$ cat src/rtl/serial_sub_defs.sv
// Shared definitions for the bit-serial subtractor: FSM state encodings
// and default geometry constants.
package serial_sub_defs;

    typedef enum logic [1:0] {
        IDLE = 2'd0,
        RUN  = 2'd1,
        DONE = 2'd2
    } state_t;

    localparam int DEF_WIDTH = 32;
    localparam int DEF_CNT_W = 6;

endpackage

$ cat src/rtl/serial_subtractor_fs_bit.sv
// 1-bit full subtractor cell: d = a - b - bin, bout = borrow out.
// Built from gate primitives so the cell maps one-to-one onto a netlist.
module fs_bit (
    input  logic a,
    input  logic b,
    input  logic bin,
    output logic d,
    output logic bout
);

    logic axb, na, nx, t1, t2;

    xor g_x0 (axb, a, b);
    xor g_x1 (d, axb, bin);
    not g_n0 (na, a);
    and g_a0 (t1, na, b);
    not g_n1 (nx, axb);
    and g_a1 (t2, nx, bin);
    or  g_o0 (bout, t1, t2);

endmodule

$ cat src/rtl/serial_subtractor.sv
// Bit-serial two's-complement subtractor, result = A - B, one bit per clock,
// LSB first. Start/done handshake; result and flags hold until the next
// accepted start.
// Optional macro SERIAL_SUB_OVERFLOW_EN adds a signed-overflow output and
// makes isLessThan a signed compare; otherwise isLessThan is unsigned.
module serial_subtractor
    import serial_sub_defs::*;
#(
    parameter int WIDTH = DEF_WIDTH,
    parameter int CNT_W = DEF_CNT_W
) (
    input  logic             clock,
    input  logic             reset,
    input  logic             start,
    input  logic [WIDTH-1:0] data_operandA,
    input  logic [WIDTH-1:0] data_operandB,
    output logic             ready,
    output logic             busy,
    output logic             done,
    output logic [WIDTH-1:0] data_result,
    output logic             borrow_out,
    output logic             isNotEqual,
`ifdef SERIAL_SUB_OVERFLOW_EN
    output logic             overflow,
`endif
    output logic             isLessThan
);

    state_t           state, state_nx;
    logic [CNT_W-1:0] cnt;
    logic [WIDTH-1:0] a_sr, b_sr, shadow;
    logic             brw, sticky_ne;
    logic             d, bout, last;

    // single shared subtractor cell fed from the shift-register LSBs
    fs_bit u_fs (
        .a    (a_sr[0]),
        .b    (b_sr[0]),
        .bin  (brw),
        .d    (d),
        .bout (bout)
    );

    assign last = (cnt == CNT_W'(WIDTH - 1));

`ifdef SERIAL_SUB_OVERFLOW_EN
    // on the last step a_sr[0]/b_sr[0] are the operand sign bits and d is the result sign
    logic ovf_c;
    assign ovf_c = (a_sr[0] ^ b_sr[0]) & (d ^ a_sr[0]);
`endif

    // state register
    always_ff @(posedge clock or posedge reset) begin
        if (reset) state <= IDLE;
        else       state <= state_nx;
    end

    // next-state and handshake outputs
    always_comb begin
        state_nx = state;
        ready    = 1'b0;
        busy     = 1'b0;
        done     = 1'b0;
        case (state)
            IDLE: begin
                ready = 1'b1;
                if (start) state_nx = RUN;
            end
            RUN: begin
                busy = 1'b1;
                if (last) state_nx = DONE;
            end
            DONE: begin
                done     = 1'b1;
                state_nx = IDLE;
            end
            default: state_nx = IDLE;
        endcase
    end

    // datapath: operand capture, serial shift, borrow chain, result/flag publish
    always_ff @(posedge clock or posedge reset) begin
        if (reset) begin
            cnt         <= '0;
            a_sr        <= '0;
            b_sr        <= '0;
            shadow      <= '0;
            brw         <= 1'b0;
            sticky_ne   <= 1'b0;
            data_result <= '0;
            borrow_out  <= 1'b0;
            isNotEqual  <= 1'b0;
            isLessThan  <= 1'b0;
`ifdef SERIAL_SUB_OVERFLOW_EN
            overflow    <= 1'b0;
`endif
        end else begin
            case (state)
                IDLE: begin
                    if (start) begin
                        a_sr      <= data_operandA;
                        b_sr      <= data_operandB;
                        cnt       <= '0;
                        brw       <= 1'b0;
                        sticky_ne <= 1'b0;
                    end
                end
                RUN: begin
                    a_sr      <= a_sr >> 1;
                    b_sr      <= b_sr >> 1;
                    shadow    <= {d, shadow[WIDTH-1:1]};
                    brw       <= bout;
                    sticky_ne <= sticky_ne | d;
                    cnt       <= cnt + CNT_W'(1);
                    // publish on DONE entry; visible outputs stay frozen during RUN
                    if (last) begin
                        data_result <= {d, shadow[WIDTH-1:1]};
                        borrow_out  <= bout;
                        isNotEqual  <= sticky_ne | d;
`ifdef SERIAL_SUB_OVERFLOW_EN
                        overflow    <= ovf_c;
                        isLessThan  <= d ^ ovf_c;
`else
                        isLessThan  <= bout;
`endif
                    end
                end
                default: ;
            endcase
        end
    end

endmodule

$ cat config.mk
export PLATFORM = sky130hd
export DESIGN_NAME = serial_subtractor
export DESIGN_NICKNAME = d
export VERILOG_FILES = /design/src/rtl/serial_sub_defs.sv /design/src/rtl/serial_subtractor_fs_bit.sv /design/src/rtl/serial_subtractor.sv
export SDC_FILE = /design/constraint.sdc
export NUM_CORES = 1
export LEC_CHECK = 0
export BUFFER_PORTS_ARGS = -buffer_cell sky130_fd_sc_hd__buf_2
export CORE_MARGIN = 5
export CORE_UTILIZATION = 30
export CTS_BUF_LIST = sky130_fd_sc_hd__clkbuf_16
export DETAILED_ROUTE_END_ITERATION = 16
export PLACE_DENSITY = 0.56
export SYNTH_ARGS = -nofsm -noshare
export SYNTH_HDL_FRONTEND = slang
export SYNTH_SLANG_ARGS = --single-unit
$ cat constraint.sdc
create_clock -name clock -period 5.7 [get_ports clock]
set_clock_uncertainty 0.05 [all_clocks]
set_input_delay 0.57 -clock clock [delete_from_list [all_inputs] [get_ports clock]]
set_output_delay 0.57 -clock clock [all_outputs]
set_load 0.005 [all_outputs]
# Yosys cells after proc, flatten, opt, wreduce, memory -nomap -nowiden
# Cells that the tools add are included.
# op_classes
addsub,1
n_mul,0
div,0
n_lt_le_gt_ge,0
n_eq_ne,5
shift,0
mux,15
n_bitwise,8
reduce_logical,5
# op_table
operator,count
$pmux 32 s2,2
$mux 32,2
$pmux 6 s2,1
$add 6x1->6 const B,1
$eq 6x5->1 const B,1
$mux 6,1
$reduce_and 2->1,3
$mux 1,4
$mux 2,2
$ne 2x2->1 const B,2
$pmux 1 s2,2
$pmux 2 s2,1
$and 1x1->1,2
$eq 2x1->1 const B,1
$eq 2x2->1 const B,1
$logic_not 2->1,1
$not 1->1,2
$or 1x1->1,2
$reduce_bool 2->1,1
$xor 1x1->1,2
# word_totals
regBits,140
latch_bits,0
ramBits,0
rom_bits,0
out_inout_bits,38
elab_cells,44
memories,0

# Longest topological paths before layout
# Gate-level depths: netlist of run 1.
# logic_depth
word_depth,5
ltp_mapped,7
ltp_nobuf,4

# Hierarchy
# From an unflattened synthesis of run 1, not the netlist that was laid out.
# hier_totals
hier_cells,580
hier_area_um2,6030.8
# by_module_without_submodules
mod,instances,cells_per_inst,area_per_inst_um2,seq_area_each_um2
serial_subtractor,1,576,5999.5,3478.3
fs_bit,1,4,31.3,0.0

# Worst setup path after synthesis of run 1
# No wires, ideal clock.
# synth_path
kind,register to register
startpoint,reg cnt[0]
endpoint,reg data_result[0]
setup_ns,0.125
arrival_ns,1.646
required_time_ns,5.525
slack_ns,3.879
path_stages_with_launch,6
path_buffers,1
synth_period_minus_slack_ns,1.821
path_cell_list,dfrtp_1 ha_1 nand2_1 nor4_4 buf_6 mux2_2
# synth_between
elab_chain_len,2
# synth_lines
item,line_no,text
"start, declared",serial_subtractor.sv:30,logic [CNT_W-1:0] cnt;
"start signal, assigned",serial_subtractor.sv:114,cnt <= cnt + CNT_W'(1);
$eq 6x5->1,serial_subtractor.sv:44,assign last = (cnt == CNT_W'(WIDTH - 1));
$reduce_and 2->1 (no source line),--,
"end signal, assigned",serial_subtractor.sv:117,"data_result <= {d, shadow[WIDTH-1:1]};"
"end, declared",serial_subtractor.sv:20,"output logic [WIDTH-1:0] data_result,"
# Every way passes these cells.
# A chain may end at the register's enable or synchronous reset.

# Worst setup path after layout of run 1
# layout_path
startpoint,reg state[0]
endpoint,reg data_result[11]
# layout_between
elab_chain_len,2
# layout_lines
item,line_no,text
"start, declared",serial_subtractor.sv:29,"state_t state, state_nx;"
"start signal, assigned",serial_subtractor.sv:55,else state <= state_nx;
$eq 2x1->1,serial_subtractor.sv:98,case (state)
$reduce_and 2->1 (no source line),--,
# Every way passes these cells.

==> results of run 1 <==
[layout by cell type, fill, tap and decap left out, types with 2 or more instances in the layout]
cell type     n
a21oi_1      63
a22oi_1      31
clkinv_2      2
a22o_1        3
inv_1         5
mux2_2       31
nand2_1     131
clkinvlp_4    5
xor2_1        2
nand3_1       2
and3b_1      31
clkinv_4      3
nor2_1        5
buf_4         8
dfrtp_2       2
o21ai_0      66
dfrtp_1     137
buf_2       104
nor2b_1      32
o21ai_1       3
mux2i_1       3
inv_6         3
clkinv_1      2
clkbuf_16    17
[cell usage after synthesis, drive strengths merged, types with 5 or more instances]
cell type    n
clkbuf      31
nand2      131
o21ai       69
buf         16
dfrtp      139
mux2        32
nor2b       33
and3b       31
inv          6
a21oi       63
nor2         5
a22oi       31
[cells by family (layout without fill, tap and decap cells)]
logic type / Yosys count / in the layout
simple gates: 207 / 207
mux: 35 / 35
flops: 139 / 139
compound gates: 168 / 168
fa+ha+maj: 2 / 2
xor+xnor: 2 / 2
buf+inv: 53 / 150
[worst paths after layout]
kind | from | endpoint | slack (ns)
max | state[0]$_DFFE_PP0P_ | data_result[11]$_DFFE_PP0P_ | 2.91
min | reset | data_result[22]$_DFFE_PP0P_ | 0.32
min in group clock | data_operandA[31] | a_sr[31]$_DFFE_PP0P_ | 0.33
max in group asynchronous | reset | state[1]$_DFFE_PP0P_ | 4.14
min reg2reg | b_sr[1]$_DFFE_PP0P_ | b_sr[1]$_DFFE_PP0P_ | 0.43
max reg2reg | state[0]$_DFFE_PP0P_ | data_result[11]$_DFFE_PP0P_ | 2.91
[area by class of cell]
| cell class | count | area (sq um) |
|---|---|---|
| fill | 2045 | 12800 |
| sequential | 139 | 3480 |
| multi-input combinational | 414 | 2430 |
| timing repair buffer | 112 | 581 |
| clock buffer | 17 | 425 |
| tap | 270 | 338 |
| clock inverter | 15 | 103 |
| inverter | 6 | 27.5 |
[power by group through the flow]
stage	sequential (mW)	clock (mW)	combinational, mW
finish	1.64	0.990	0.856
global placement	1.66	0	0.848
CTS	1.65	1.02	0.881
global route	1.70	1.06	0.998
floorplan	1.57	0	0.650
detailed placement	1.66	0	0.878
[per-stage QoR]
step / worst slack [ns] / area, sq um / utilization, % / std cells
3_5_place_dp: 2.84 / 6860 / 34.0 / 941
4_1_cts: 2.87 / 7390 / 36.6 / 973
2_1_floorplan: 1.36 / 6140 / - / 606
3_3_place_gp: 2.86 / 6860 / 34.0 / 941
5_1_grt: 2.61 / 7390 / 36.6 / 973
6_report: 2.91 / 7390 / 36.6 / 973
[registers in the layout, summed over array words and instances, names as in the netlist]
signal and flops:
brw 1, shadow 31, isNotEqual 1, a_sr 32
isLessThan 1, sticky_ne 1, cnt 6, state 2
data_result 32, b_sr 32
[critical path, delay by kind of cell (launching register included)]
| kind | cells | cell delay [ns] |
|---|---|---|
| DFF | 1 | 0.97 |
| buffers and inverters | 1 | 0.45 |
| muxes | 1 | 0.39 |
| and+or+nand+nor | 2 | 0.79 |
[metal layers]
| metal | vias to the layer above | global-route usage, % | wire (microns) |
|---|---|---|---|
| li1 | 2252 | - | - |
| met1 | 2185 | 18.1 | 7100 |
| met3 | 11 | 3.17 | 662 |
| met5 | - | 0 | 0 |
| met2 | 100 | 17.6 | 6230 |
| met4 | 0 | 4.07 | 150 |
==> key figures, run 1 <==
Clocking
  – CTS sink cnt: between 100 and 150
  – Hold Buf Count CTS: 0
  – H-tree levels: 4
  – Setup bufs post-CTS: 0
  – CTS Buf Count: 17
  – CTS tree: done
  – CTS resizes: 0
  – Bufs on Longest Clock Path: 2
  – Worst-skew pair later-pin latency: slightly above 0.4 ns
  – Reg clk slew, reported paths: roughly 0.060 ns
  – Root buffer cell: clkbuf_16

Detailed routing
  – Number of detailed-route iterations in the first pass: 6
  – DR vias: between 4000 and 5000
  – Initial drt markers: roughly 250
  – DRC errors left: 0
  – WL final: ~14 mm
  – Wirelength per Cell: 14.5 microns
  – Post-DRT Antenna Nets: 0
  – DR vias/cell: between 4 and 5

Timing
  – Hold_ws: about 0.32 ns
  – Max-slew violations: 0
  – Setup TNS: 0 ns
  – Unrepaired setup endpoints after global routing: no
  – Final Hold Fails: 0
  – Final worst-path cycle share: between 40% and 50%
  – Fin crit period: between 2 and 3 ns
  – Fmax: roughly 360 MHz
  – Rel. slew slack: 34.2%
  – Measured slew at the worst slew-check pin: just under 1 ns
  – # setup viols final: 0

Critical path
  – Critical path cell sequence: nand2b_4 > nor4_4 > buf_4 > mux2_2
  – FF-to-FF path depth: 4
  – Setup crit start kind: flop
  – CP max FO: 57
  – Slowest Stage Delay on Critical Path: 0.97 ns
  – Slowest CP cell: dfrtp_2
  – Kind of critical path: reg -> reg
  – Crit path DAT: slightly above 3 ns
  – CP endpoint kind: flop
  – Worst endpoint required time: between 5 and 6 ns

Power
  – Switching power: 1.16 mW
  – Maximum VDD drop: 0.000204 V
  – Sequential Power Share: 47.1%
  – Leak Pwr: approximately 3.7 nW
  – Logic pwr share: about a quarter
  – Switching part of the total power: between 30% and 40%
  – Clock power share: between 20% and 30%
  – Cell Pwr Density: between 400 and 500 nW/um^2
  – Total Power: ~3.5 mW
  – Cell-internal power: ~2.3 mW

Global route
  – Largest net degree at the start of global routing: 101
  – Wire length of the first global-routing pass: around 24 mm
  – Antenna violations before repair: 0
  – Vias in the first global route: approximately 4500
  – Overall Global Routing Usage: roughly 12%
  – Total grt overflow: 0

Die
  – Die height: 153 microns
  – Die footprint: about 23000 sq um
  – Core area: 20200 sq um
  – Starting Density: slightly above 30%
  – Die width: about 150 microns
  – Rows: 52
  – # IOs: between 100 and 150

Synth
  – Post-synth ARST share: 100%
  – Synth Area in Compound Gates: around 15%
  – Post-Synth Adder-Cell Area: less than 1%
  – Unique masters post-synth: 30
  – Area leader, netlist: dfrtp_1
  – Post-synth EDFFs: 0
  – Synth Flop Type: dfrtp_1
  – Cell count after synthesis: 606
  – Multiplexer area fraction after synthesis: 6.36%
  – Ys Warns: 0
  – Post-synthesis simple-gate area fraction: between 10% and 20%
  – Largest family of logic cells by synthesized area: simple AND/OR/NAND/NOR gates
  – Post-synth top area share: a little under three fifths
  – Post-Syn Nets: 675
  – Seq/Total Area, Yosys: 56.6%
  – Yosys reg bits: roughly 140
  – Post-Synth XOR/XNOR Area: less than 1%
  – Synth area leaders: dfrtp_1 57%, nand2_1 8.0%, mux2_2 5.7%
  – Synth Cell Area: approximately 6100 sq um
  – Syn Area/Cell: slightly above 10 sq um

Min path
  – Type of the most critical hold path: in -> async

Placement
  – Hpwl dp: 8.64 mm
  – RePlAce Congestion: ~0.71
  – Port bufs: between 100 and 150

Job
  – Max Cap Viol: 0

Finish
  – Layout Nets: between 700 and 800
  – Proportion of layout cells with a drive suffix above 1: 25.6%
  – Diodes inserted: 0
  – P&R area growth vs syn: 20.3%

Status
  – Outcome: finished clean
Note: power is estimated with default switching activity, not from simulation.
==> inputs of run 2 (changes only) <==
--- a/config.mk
+++ b/config.mk
@@ -5,6 +5,7 @@
 export SDC_FILE = /design/constraint.sdc
 export NUM_CORES = 1
 export LEC_CHECK = 0
+export ABC_AREA = 1
 export BUFFER_PORTS_ARGS = -buffer_cell sky130_fd_sc_hd__buf_2
 export CORE_MARGIN = 5
 export CORE_UTILIZATION = 30
==> constraint.sdc (replaced) <==
create_clock -name clock -period 2.9 [get_ports clock]
set_clock_uncertainty 0.05 [all_clocks]
set_input_delay 0.29 -clock clock [delete_from_list [all_inputs] [get_ports clock]]
set_output_delay 0.29 -clock clock [all_outputs]
set_load 0.005 [all_outputs]
==> run 2 against run 1 <==
Net effect: final cell count increased by 8.0%; critical endpoint is now busy; first-iteration DRC count rose by 15%; critical path type is now reg -> out; area after synthesis fell by 3.5%; largest cell class unchanged; non-clock buffer count up 3; sequential power up 88%.
==> key figures, run 2 <==
Status
  – Outcome: finished clean

Clocking
  – CTS tree: done
  – CTS resizes: 0
  – Reg clk slew, reported paths: about 0.06 ns
  – Setup bufs post-CTS: 0
  – Root buffer cell: clkbuf_16
  – Worst-skew pair later-pin latency: ~0.41 ns
  – CTS Buf Count: 17
  – Bufs on Longest Clock Path: 2
  – H-tree levels: 4
  – Hold Buf Count CTS: 0
  – CTS sink cnt: around 140

Die
  – # IOs: approximately 110
  – Die height: 151 microns
  – Core area: roughly 19000 sq um
  – Die footprint: 22700 sq um
  – Die width: 151 microns
  – Starting Density: 30.4%
  – Rows: between 50 and 60

Finish
  – Top flop regs: a_sr x32, b_sr x32, data_result x32
  – Commonest non-fill, non-tap cell in the layout: nand2_1
  – Total of fill cells in the finished design: between 2000 and 2500
  – Layout Nets: 842
  – Post-layout instance area: roughly 7200 sq um
  – Diodes inserted: 0
  – Proportion of layout cells with a drive suffix above 1: 19.8%
  – Commonest cells after routing, fill and taps aside: 292 x nand2_1, 168 x nand3_1, 139 x dfrtp_1
  – P&R area growth vs syn: 21.1%
  – Final core occ: a little under two fifths

Synth
  – Post-synth EDFFs: 0
  – Yosys reg bits: 139
  – Cell count after synthesis: 685
  – Post-synth ARST share: 100%
  – Unique masters post-synth: 25
  – Top cells by count, synth: 293 x nand2_1, 168 x nand3_1, 139 x dfrtp_1
  – Area leader, netlist: dfrtp_1
  – Seq/Total Area, Yosys: approximately 60%
  – Most common cell in the synthesized netlist: nand2_1
  – Synth Flop Type: dfrtp_1
  – Post-Syn Nets: between 700 and 800
  – Synth Cell Area: about 5900 sq um
  – Syn Area/Cell: slightly below 9 sq um
  – Post-synth top area share: approximately three fifths
  – Synth area leaders: dfrtp_1 59%, nand2_1 19%, nand3_1 14%
  – Ys Warns: 0

Timing
  – Max-slew violations: 0
  – Final Hold Fails: 0
  – Rel. slew slack: between 30% and 40%
  – Measured slew at the worst slew-check pin: approximately 0.9 ns
  – Unrepaired setup endpoints after global routing: no
  – Setup TNS: 0 ns
  – Hold_ws: ~0.024 ns
  – Final worst-path cycle share: 69.3%
  – Fmax: roughly 500 MHz
  – Fin crit period: roughly 2 ns
  – # setup viols final: 0

Detailed routing
  – Wirelength per Cell: 13.2 microns
  – Number of detailed-route iterations in the first pass: 4
  – DR vias: around 4700
  – Initial drt markers: 292
  – DRC errors left: 0
  – Post-DRT Antenna Nets: 0
  – WL final: 13.9 mm
  – DR vias/cell: between 4 and 5

Critical path
  – CP endpoint kind: output pin
  – FF-to-FF path depth: 6
  – Kind of critical path: reg -> out
  – Worst endpoint required time: ~2.6 ns
  – R2R Setup Slk: about 0.93 ns
  – Setup crit start kind: flop
  – CP max FO: 22
  – Crit path DAT: 1.67 ns

Placement
  – RePlAce Congestion: 0.735
  – Port bufs: around 100
  – Hpwl dp: a little under 9 mm
  – Dpl cell area: around 6600 sq um

Min path
  – Hold Path Stages: 3
  – Type of the most critical hold path: in -> reg

Global route
  – Largest net degree at the start of global routing: a little over 70
  – Antenna violations before repair: 0
  – Wire length of the first global-routing pass: between 20 and 25 mm
  – Vias in the first global route: about 4500
  – Total grt overflow: 0
  – Overall Global Routing Usage: 12.6%

Job
  – Max Cap Viol: 0

Power
  – Total Power: roughly 6.6 mW
  – Maximum VDD drop: roughly 0.00044 V
  – Cell Pwr Density: 926 nW/um^2
  – Leak Pwr: between 3 and 4 nW
==> run 2: cell types whose count changed after synthesis, moves of 4 or more <==
cell      previous run  this run
nand3_1              2       168
nand2_1            131       293
o21ai_0             66         5
a21oi_1             63         3
nor2b_1             33         0
a22oi_1             31         0
and3b_1             31         0
mux2_2              31         0
clkbuf_1            31        11
buf_4                1        14
buf_2                7        17
inv_1                6        11
buf_1                5         1
==> run 2: stage by stage <==
step	cells	worst slack (ns)
after global placement	1019	0.943
after global routing	1051	0.713
after floorplan	685	0.825
after detailed placement	1019	0.881
after CTS	1051	0.846
final	1051	0.890
==> run 2: cells by family (layout without fill, tap and decap cells) <==
kind of cell,after synthesis,after routing,share of synthesized area (%)
DFF,139,139,58.7
AOI/OAI and AO/OA,10,10,0.908
and+or+nand+nor,474,474,34.3
adders and majority gates,2,2,0.549
buffers and inverters,59,160,5.41
xor gates and xnor gates,1,1,0.148
==> run 2: report_power, final <==
group	switching (mW)	internal (mW)	total, mW
logic	0.931	0.616	1.55
registers	0.441	2.64	3.08
clock network	0.842	1.18	2.02
==> run 2: critical path: stages (launching register included) <==
cell and delay (ns):
dfrtp_1 0.40, inv_2 0.10, nand2_4 0.07, inv_4 0.23, buf_4 0.30, buf_2 0.16
==> run 2: metal layers <==
metal | share of wire, % | vias up | global-route usage [%]
met5 | 0 | - | 0
met4 | 0.97 | 0 | 3.84
met3 | 5.6 | 13 | 3.82
met2 | 46 | 111 | 19.1
met1 | 48 | 2235 | 17.5
li1 | - | 2389 | -
==> run 2: worst paths after layout <==
path                                               end                        start
hold / removal                    b_sr[28]$_DFFE_PP0P_            data_operandB[28]
min in group asynchronous          b_sr[6]$_DFFE_PP0P_                        reset
max in group asynchronous         a_sr[26]$_DFFE_PP0P_                        reset
setup / recovery                                  busy         state[1]$_DFFE_PP0P_
setup reg to reg            data_result[7]$_DFFE_PP0P_           cnt[0]$_DFFE_PP0P_
hold reg to reg            data_result[18]$_DFFE_PP0P_  data_result[18]$_DFFE_PP0P_
==> run 2: final cells by class <==
type / count / area (sq um) / area share (%)
clock inverter: 15 / 126 / 1.76
timing repair buffer: 115 / 616 / 8.58
clock buffer: 17 / 425 / 5.93
multi-input combinational: 487 / 2140 / 29.8
sequential: 139 / 3480 / 48.5
tap: 265 / 332 / 4.62
inverter: 13 / 55.1 / 0.768
==> inputs of run 3 (changes only) <==
--- a/config.mk
+++ b/config.mk
@@ -11,7 +11,7 @@
 export CORE_UTILIZATION = 30
 export CTS_BUF_LIST = sky130_fd_sc_hd__clkbuf_16
 export DETAILED_ROUTE_END_ITERATION = 16
-export PLACE_DENSITY = 0.56
+export PLACE_DENSITY = 0.58
 export SYNTH_ARGS = -nofsm -noshare
 export SYNTH_HDL_FRONTEND = slang
 export SYNTH_SLANG_ARGS = --single-unit
==> constraint.sdc (replaced) <==
create_clock -name clock -period 1.7 [get_ports clock]
set_clock_uncertainty 0.05 [all_clocks]
set_input_delay 0.17 -clock clock [delete_from_list [all_inputs] [get_ports clock]]
set_output_delay 0.17 -clock clock [all_outputs]
set_load 0.005 [all_outputs]
==> run 3 against run 2 <==
Net effect: sequential power rose by 71%; sequential share of layout area is 5.5 points lower; die area did not move; via count up 6.7%; register-to-register slack worse by 0.77 ns; sequential cell count unchanged; critical path type unchanged; critical endpoint unchanged; highest routed layer unchanged.
==> key figures, run 3 (synthesis gave the netlist of run 2 again) <==
Detailed routing
  – DR vias/cell: roughly 4.5
  – Wirelength per Cell: around 13 microns
  – Initial drt markers: ~220
  – Post-DRT Antenna Nets: 0
  – WL final: between 10 and 15 mm
  – DRC errors left: 0
  – Number of detailed-route iterations in the first pass: 4
  – DR vias: roughly 5000

Critical path
  – CP max FO: 23
  – Crit path DAT: 1.35 ns
  – Kind of critical path: reg -> out
  – Worst endpoint required time: approximately 1.5 ns
  – Setup crit start kind: flop
  – CP endpoint kind: output pin

Finish
  – Layout Nets: 915
  – Top flop regs: a_sr x32, b_sr x32, data_result x32
  – Post-layout instance area: just over 8000 sq um
  – Commonest cells after routing, fill and taps aside: 292 x nand2_1, 168 x nand3_1, 139 x dfrtp_1
  – Proportion of layout cells with a drive suffix above 1: between 10% and 20%
  – P&R area growth vs syn: 36.5%
  – Diodes inserted: 0
  – Commonest non-fill, non-tap cell in the layout: nand2_1
  – Total of fill cells in the finished design: just under 2000

Placement
  – Port bufs: about 100
  – RePlAce Congestion: around 0.76
  – Hpwl dp: around 8.6 mm
  – Dpl cell area: ~6700 sq um
  – Pre-CTS WS: approximately 0.12 ns

Clocking
  – Bufs on Longest Clock Path: 2
  – CTS Buf Count: 17
  – CTS sink cnt: ~140
  – Worst-skew pair later-pin latency: about 0.42 ns
  – CTS tree: done
  – Reg clk slew, reported paths: 0.07 ns
  – Root buffer cell: clkbuf_16
  – H-tree levels: 4

Die
  – Die height: 151 microns
  – Die footprint: ~23000 sq um
  – Die width: between 150 and 200 microns
  – Starting Density: slightly above 30%
  – # IOs: around 110
  – Rows: just over 50
  – Core area: between 15000 and 20000 sq um

Timing
  – Max-slew violations: 0
  – Unrepaired setup endpoints after global routing: no
  – Final Hold Fails: 0
  – # setup viols final: 0
  – Min setup slack post-route: approximately 0.13 ns
  – Fmax: between 600 and 700 MHz
  – Fin crit period: approximately 1.6 ns
  – Hold_ws: approximately 0.17 ns
  – Final worst-path cycle share: about 92%
  – Setup TNS: 0 ns
  – Measured slew at the worst slew-check pin: around 0.42 ns
  – Rel. slew slack: between 70% and 80%

Power
  – Maximum VDD drop: a little over 0.0007 V
  – Cell Pwr Density: between 1000 and 1500 nW/um^2
  – Leak Pwr: between 3 and 4 nW

Job
  – Max Cap Viol: 0

Global route
  – Wire length of the first global-routing pass: about 25 mm
  – Total grt overflow: 0
  – Antenna violations before repair: 0
  – Largest net degree at the start of global routing: 77
  – Overall Global Routing Usage: 14.1%
  – Vias in the first global route: ~5100

Min path
  – Type of the most critical hold path: in -> async

Status
  – Outcome: finished clean
[run 3: changes by cell type in the layout (fill, tap and decap cells not counted), sizes merged, moves of 2 or more]
cell / change
buf: +6
bufinv: +2
clkinv: -5
dlygate4sd3: +66
inv: +4
[run 3: routing by layer]
layer / routed length, microns / track usage [%]
met1: 7070 / 18.8
met2: 7060 / 22.2
met3: 718 / 4.27
met4: 147 / 3.89
met5: 0 / 0
[run 3: where the power goes]
part	switching, mW	internal [mW]	leakage, nW
combinational	1.66	1.29	2.00
clock	1.54	2.34	0.300
sequential	0.765	4.50	1.63
total	3.97	8.13	3.92
[run 3: final timing paths]
path                                             from                          to  slack, ns  cells past startpoint
max reg2reg                      state[0]$_DFFE_PP0P_        b_sr[13]$_DFFE_PP0P_       0.16                      5
min in group clock         data_result[8]$_DFFE_PP0P_  data_result[8]$_DFFE_PP0P_       0.41                      2
max in group asynchronous                       reset        a_sr[26]$_DFFE_PP0P_       0.78                      4
min                                             reset         b_sr[5]$_DFFE_PP0P_       0.17                      3
max                              state[1]$_DFFE_PP0P_                        busy       0.13                      5
min reg2reg                data_result[8]$_DFFE_PP0P_  data_result[8]$_DFFE_PP0P_       0.41                      2
[run 3: final cells by class]
| class | instances | area, sq um | share of cell area, % |
|---|---|---|---|
| flip-flops and latches | 139 | 3480 | 43.0 |
| multi-input cells | 487 | 2150 | 26.6 |
| repair buffers | 188 | 1450 | 17.9 |
| clock buffers | 17 | 425 | 5.26 |
| well taps | 265 | 332 | 4.10 |
| clock inverters | 15 | 186 | 2.31 |
| inverters | 13 | 65.1 | 0.805 |
[run 3: critical path, cell delays in order (launching register included)]
cell and delay (ns):
dfrtp_1 0.38, inv_2 0.09, nand2_4 0.09, inv_12 0.08
buf_16 0.15, buf_2 0.12
[run 3: per-stage QoR]
stage               cells  power, mW  util, %
global placement     1021       7.99     34.5
floorplan             685       7.15        -
CTS                  1120       12.3     41.3
global route         1124       13.0     41.5
finish               1124       12.1     41.5
detailed placement   1021       8.08     34.5
[run 3: what timing repair did]
action,4_1_cts,5_1_grt
gates resized for setup,4,1
pin swaps,0,0
buffers inserted,0,4
cloned,1,0
hold buffers,66,0
hold endpoints to repair,204,0
setup endpoints to repair,1,5
